--- src/rtl/clk_period_meter.sv ---
// Measures period and high time of a slow asynchronous clock in clk_i cycles.
// One measurement per start_i; results held until the next completed measurement.
module clk_period_meter #(
  parameter int CNT_W          = 16,
  parameter int TIMEOUT_CYCLES = 65535
) (
  input  logic             clk_i,
  input  logic             reset_i,
  input  logic             meas_clk_i,
  input  logic             start_i,
  output logic             busy_o,
  output logic             valid_o,
  output logic             timeout_o,
  output logic [CNT_W-1:0] period_o,
  output logic [CNT_W-1:0] high_o
);

  typedef enum logic [1:0] {IDLE, ARM, MEASURE, DONE} state_t;

  localparam logic [CNT_W-1:0] TMO = CNT_W'(TIMEOUT_CYCLES);
  localparam logic [CNT_W-1:0] ONE = CNT_W'(1);

  logic meas_s1, meas_s2, meas_d;
  logic rise_stb, fall_stb;

  always_ff @(posedge clk_i or posedge reset_i) begin
    if (reset_i) begin
      meas_s1 <= 1'b0;
      meas_s2 <= 1'b0;
      meas_d  <= 1'b0;
    end else begin
      meas_s1 <= meas_clk_i;
      meas_s2 <= meas_s1;
      meas_d  <= meas_s2;
    end
  end

  assign rise_stb = meas_s2 & ~meas_d;
  assign fall_stb = ~meas_s2 & meas_d;

  state_t           state;
  logic [CNT_W-1:0] wait_cnt, period_cnt, high_cnt;
  logic [CNT_W-1:0] wait_nxt;
  logic             high_done;

  assign wait_nxt = wait_cnt + ONE;

  always_ff @(posedge clk_i or posedge reset_i) begin
    if (reset_i) begin
      state      <= IDLE;
      wait_cnt   <= '0;
      period_cnt <= '0;
      high_cnt   <= '0;
      high_done  <= 1'b0;
      busy_o     <= 1'b0;
      valid_o    <= 1'b0;
      timeout_o  <= 1'b0;
      period_o   <= '0;
      high_o     <= '0;
    end else begin
      valid_o   <= 1'b0;
      timeout_o <= 1'b0;
      case (state)
        IDLE: begin
          if (start_i) begin
            state    <= ARM;
            wait_cnt <= '0;
            busy_o   <= 1'b1;
          end
        end
        ARM: begin
          if (rise_stb) begin
            state      <= MEASURE;
            period_cnt <= ONE;
            high_cnt   <= ONE;
            high_done  <= 1'b0;
          end else if (wait_nxt == TMO) begin
            // No edge ever arrived: report the full window, no high time.
            state     <= DONE;
            valid_o   <= 1'b1;
            timeout_o <= 1'b1;
            period_o  <= TMO;
            high_o    <= '0;
          end else begin
            wait_cnt <= wait_nxt;
          end
        end
        MEASURE: begin
          // The closing edge takes priority over the threshold in the same cycle.
          if (rise_stb) begin
            state    <= DONE;
            valid_o  <= 1'b1;
            period_o <= period_cnt;
            high_o   <= high_cnt;
          end else if (period_cnt == TMO) begin
            state     <= DONE;
            valid_o   <= 1'b1;
            timeout_o <= 1'b1;
            period_o  <= TMO;
            high_o    <= high_cnt;
          end else begin
            period_cnt <= period_cnt + ONE;
            if (fall_stb) begin
              high_done <= 1'b1;
            end else if (!high_done && high_cnt != TMO) begin
              high_cnt <= high_cnt + ONE;
            end
          end
        end
        DONE: begin
          state  <= IDLE;
          busy_o <= 1'b0;
        end
        default: begin
          state  <= IDLE;
          busy_o <= 1'b0;
        end
      endcase
    end
  end

endmodule

--- config.mk ---
export PLATFORM = sky130hd
export DESIGN_NAME = clk_period_meter
export DESIGN_NICKNAME = d
export VERILOG_FILES = /design/src/rtl/clk_period_meter.sv
export SDC_FILE = /design/constraint.sdc
export NUM_CORES = 1
export LEC_CHECK = 0
export ABC_CLOCK_PERIOD_IN_PS = 7220
export CAP_MARGIN = 20
export CORE_ASPECT_RATIO = 0.75
export CORE_MARGIN = 5
export CORE_UTILIZATION = 62
export CTS_CLUSTER_SIZE = 24
export DETAILED_ROUTE_END_ITERATION = 8
export GPL_ROUTABILITY_DRIVEN = 0
export PLACE_DENSITY = 0.93
export SLEW_MARGIN = 5
export SYNTH_ARGS = -nofsm -noshare
export SYNTH_HDL_FRONTEND = slang
export SYNTH_SLANG_ARGS = --single-unit
--- constraint.sdc ---
create_clock -name clk_i -period 7.22 [get_ports clk_i]
set_input_delay 1.444 -clock clk_i [delete_from_list [all_inputs] [get_ports clk_i]]
set_output_delay 1.444 -clock clk_i [all_outputs]
set_load 0.05 [all_outputs]
Word level (Yosys, flattened, before mapping)
Index checks and enable logic that the tools add are counted.

Register bits after elaboration: 89. Input bits: 4. Output and inout bits: 35. Word-level logic and storage cells: 94.

Add/subtract/negate cells: 3. Equality and inequality tests: 18. Mux-type cells: 43. Bitwise operators: 4. Reduce and logical (&&, ||, !) cells: 13.

Operator list (number): 16-bit 2-to-1 mux (18); 16-bit case mux with 2 select lines (5); 16-bit by 1-bit adder with 16-bit output (second input constant) (3); 16-bit equality test (second input constant) (2); 2-bit != test (second input constant) (10); 16-bit != test (second input constant) (1); 4-bit AND reduction (3); 1-bit 2-to-1 mux (10); 2-bit 2-to-1 mux (5); 1-bit case mux with 2 select lines (4); 2-bit case mux with 4 select lines (1); 3-bit != test (second input constant) (2); 6-bit AND reduction (1); 2-bit nonzero test (3); 5-bit AND reduction (1); 2-bit equality test (second input constant) (2); 3-bit AND reduction (1); 1-bit bitwise AND (2); 2-bit by 1-bit equality test with 1-bit output (second input constant) (1); 2-bit logical NOT (1); 1-bit inverter (2); 2-bit AND reduction (1); 1-bit logical AND (1); 1-bit logical NOT (1).

Depth between registers and ports, before layout
Depth in word-level cells: 7. Depth in mapped cells: 11. Gate-level depth less buffers: 9.

Least setup slack after synthesis
No wires, ideal clock.

Path kind: in2reg. Start: in start_i. End: reg wait_cnt[5]. Setup time: 0.110 ns. Arrival: 2.413 ns. Data required time: 7.110 ns. Setup slack: 4.697 ns. Cell stages on the path: 5. Path buffers: 1. Path through: o21ai_0 o32a_1 buf_2 o21ai_0 o41ai_1.

Word-level cells in the longest chain between the ends: 2.

Ends and longest elaborated chain: from (decl) (line 10) `input logic start_i,`; 2-bit != test (no line); 4-bit AND reduction (no line); to (signal assigned) (line 85) `wait_cnt <= wait_nxt;`; to (decl) (line 42) `logic [CNT_W-1:0] wait_cnt, period_cnt, high_cnt;`.

No other way between the ends. A chain may end at the register's enable or synchronous reset.

Final worst setup path
Start: reg state[0]. End: reg high_cnt[0].

Word-level cells in the longest chain between the ends: 3.

Ends and longest elaborated chain: from (decl) (line 41) `state_t state;`; from (signal assigned) (line 50) `state <= IDLE;`; from (signal assigned) (line 66) `state <= ARM;`; from (signal assigned) (line 73) `state <= MEASURE;`; 2-bit equality test or 2-bit by 1-bit equality test with 1-bit output (tied branches) (line 63) `case (state)`; 2-bit != test (no line) or 2-bit nonzero test (tied branches); 6-bit AND reduction (no line); to (signal assigned) (line 106) `high_cnt <= high_cnt + ONE;`; to (decl) (line 42).

Parallel ways exist; a longest one is shown, timed or not.

==> impl_metrics.ini <==
[clock_network]
cts_tree = done
cts_resized = 0
postCtsHoldBufs = 0
clk_pin_slew_worst_paths_ns = 0.09
cts_sinks = 89
cts_root_buf = clkbuf_8
htreeDepth = 3
clock_latency_ns = 0.36
cts_buffers = 9
ctsLongestPathBuffers = 2
post-cts-setup-buffers = 0

[sta]
tns_ns = 0
maxSlewViolCount = 0
relSlewSlack_pct = 34.3
setup_viol = 0
finalHoldViolations = 0
final.period_utilization_pct = 43.6
fin_skew_ns = 0.0128
period_needed_ns = 3.15
fmax_mhz = 318
tightest_slew_ns = 0.986
grt_setup_unrepaired = false
fin_ws_ns = 4.07

[floorplanning]
start_util_pct = 63.9
die_w_um = 107
coreArea_mm2 = 0.00680
io_pins = 39
rows = 26
die_h_um = 82.5
die_area_mm2 = 0.00880

[global_routing]
grt_max_degree = 90
gr-total-overflow = 0
grt_pass1_vias = 3276
grt_first_pass_wirelength_mm = 15.8
track_usage_pct = 22.4
antenna_found_initial = 0

[routing]
drt_iter0_drc = 226
routed_wl_mm = 9.12
viasPerCell = 6.26
drt-wirelength-per-cell_um = 16.7
drtPass1Iterations = 5
drc = 0
dr_total_vias = 3416
ant_nets = 0

[power]
p_per_area_mw_per_mm2 = 331
power.leakage_nw = 2.15
ir_drop_mv = 0.238

[synthesis]
ys_warn_count = 0
ys_types = 59
syn-cell-area_mm2 = 0.00434
ys_seq_area_share_pct = 51.3
ys_ff_latch = 89
avgSynthCellArea_um2 = 10.2
syn_inst = 424
synthFlopType = dfrtp_1
synth_edf_count = 0
async_flop_share_pct = 100
syn-num-nets = 436

[worst_setup_path]
cp_data_required_time_ns = 7.48
crit_type = register to register
critPathCaptureType = register
cp_data_arrival_time_ns = 3.41
cp_max_fo = 14
startpoint_type = register

[job]
drv_cap = 0

[finish]
stdcell_count = 546
drive_gt1_share_pct = 6.93
antenna_cells = 0
area_growth_pct = 14.1
nets = 469

[status]
status = complete, no violations

[placement]
place_inst = 529
numPortBuffers = 38
dp.final_hpwl_mm = 6.16
pre_cts_slack_ns = 3.93

[min_path]
hp-class = register to register
per-stage QoR:
stage          utilization (%)  total power [W]  hold slack (ns)  instance area [um2]
6_report                  72.9          0.00164            0.383                 4950
5_1_grt                   72.9          0.00174            0.391                 4950
3_5_place_dp              69.9          0.00134            0.375                 4750
3_3_place_gp              69.9          0.00131            0.379                 4750
2_1_floorplan                -          0.00116            0.331                 4340
4_1_cts                   72.5          0.00164            0.387                 4930
where the power goes:
group / total (W) / leakage [nW] / internal, W / switching [W]
Combinational: 0.000662 / 0.926 / 0.000229 / 0.000432
Sequential: 0.000669 / 1.15 / 0.000586 / 0.0000833
Clock: 0.000310 / 0.0762 / 0.000127 / 0.000183
Total: 0.00164 / 2.15 / 0.000942 / 0.000698
synth_stat cells, types with 2 or more instances:
| cell type | n | area (um2) |
|---|---|---|
| nand2_1 | 31 | 116 |
| o22a_1 | 17 | 149 |
| o221ai_1 | 2 | 17.5 |
| a22o_1 | 17 | 149 |
| buf_2 | 5 | 25.0 |
| dfrtp_1 | 89 | 2230 |
| mux2i_1 | 3 | 30.0 |
| a22oi_1 | 2 | 15.0 |
| nand2b_1 | 4 | 25.0 |
| nand4_1 | 20 | 125 |
| o21ai_0 | 17 | 85.1 |
| nor2b_1 | 5 | 31.3 |
| a21oi_1 | 11 | 55.1 |
| nand3_1 | 15 | 75.1 |
| a211oi_1 | 3 | 22.5 |
| xnor2_1 | 8 | 70.1 |
| inv_1 | 16 | 60.1 |
| or3_1 | 4 | 25.0 |
| or2_2 | 3 | 18.8 |
| and3_1 | 11 | 68.8 |
| a311oi_1 | 3 | 26.3 |
| xor2_1 | 20 | 175 |
| nor4_1 | 3 | 18.8 |
| a21o_1 | 6 | 45.0 |
| and4_1 | 2 | 17.5 |
| o41ai_1 | 2 | 17.5 |
| nor2_1 | 46 | 173 |
| and2_1 | 4 | 25.0 |
| clkbuf_1 | 11 | 41.3 |
| mux2_2 | 2 | 22.5 |
| nor3_1 | 7 | 35.0 |
| ha_1 | 8 | 100 |
metal layers:
layer	wire, um	global-route usage [%]
met1	4260	31.2
met2	4070	34.7
met3	652	6.14
met4	143	7.02
met5	0	0
critical path, cell delays in order (launching register included):
cell	delay, ns
dfrtp_1	0.44
inv_1	0.11
ha_1	0.48
nand2_1	0.24
a311o_1	0.44
a22oi_1	0.81
nand2_1	0.22
mux2_2	0.31
registers in the layout, summed over array words and instances (netlist names):
register,count
high_cnt,16
high_o,16
period_cnt,16
period_o,16
wait_cnt,16
state,2
busy_o,1
high_done,1
meas_d,1
meas_s1,1
meas_s2,1
timeout_o,1
valid_o,1
cells in the final DEF (no fill, tap or decap), types with 15 or more instances in the layout:
cell and n:
o22a_1 17, a22o_1 17, o21ai_0 17, inv_1 15, nor2_1 46, nand4_1 20, clkdlybuf4s50_1 38, xor2_1 20
dfrtp_1 89, nand3_1 15, nand2_1 31
path summary, 6_finish.rpt:
path                            depth (start not counted)     start            end  slack, ns
worst max-delay path                                    7  state[0]    high_cnt[0]       4.07
worst min-delay path                                    0   meas_s1        meas_s2       0.38
worst max register to register                          7  state[0]    high_cnt[0]       4.07
worst min register to register                          0   meas_s1        meas_s2       0.38
max in group asynchronous                               4   reset_i  period_cnt[1]       5.20
min in group asynchronous                               3   reset_i      high_o[6]       1.39
cells by family after synthesis:
logic type | synth area share (%)
simple gates | 19.9
compound gates | 16.2
flops | 51.3
buf+inv | 3.46
xor+xnor | 5.65
fa+ha+maj | 2.30
mux | 1.21
layout make-up:
type / instances / area [um2]
sequential: 89 / 2230
multi-input combinational: 300 / 1970
fill: 477 / 1850
timing repair buffer: 41 / 423
clock buffer: 11 / 131
tap: 84 / 105
inverter: 16 / 61.3
clock inverter: 5 / 40.0
(Power assumes the default switching activity.)
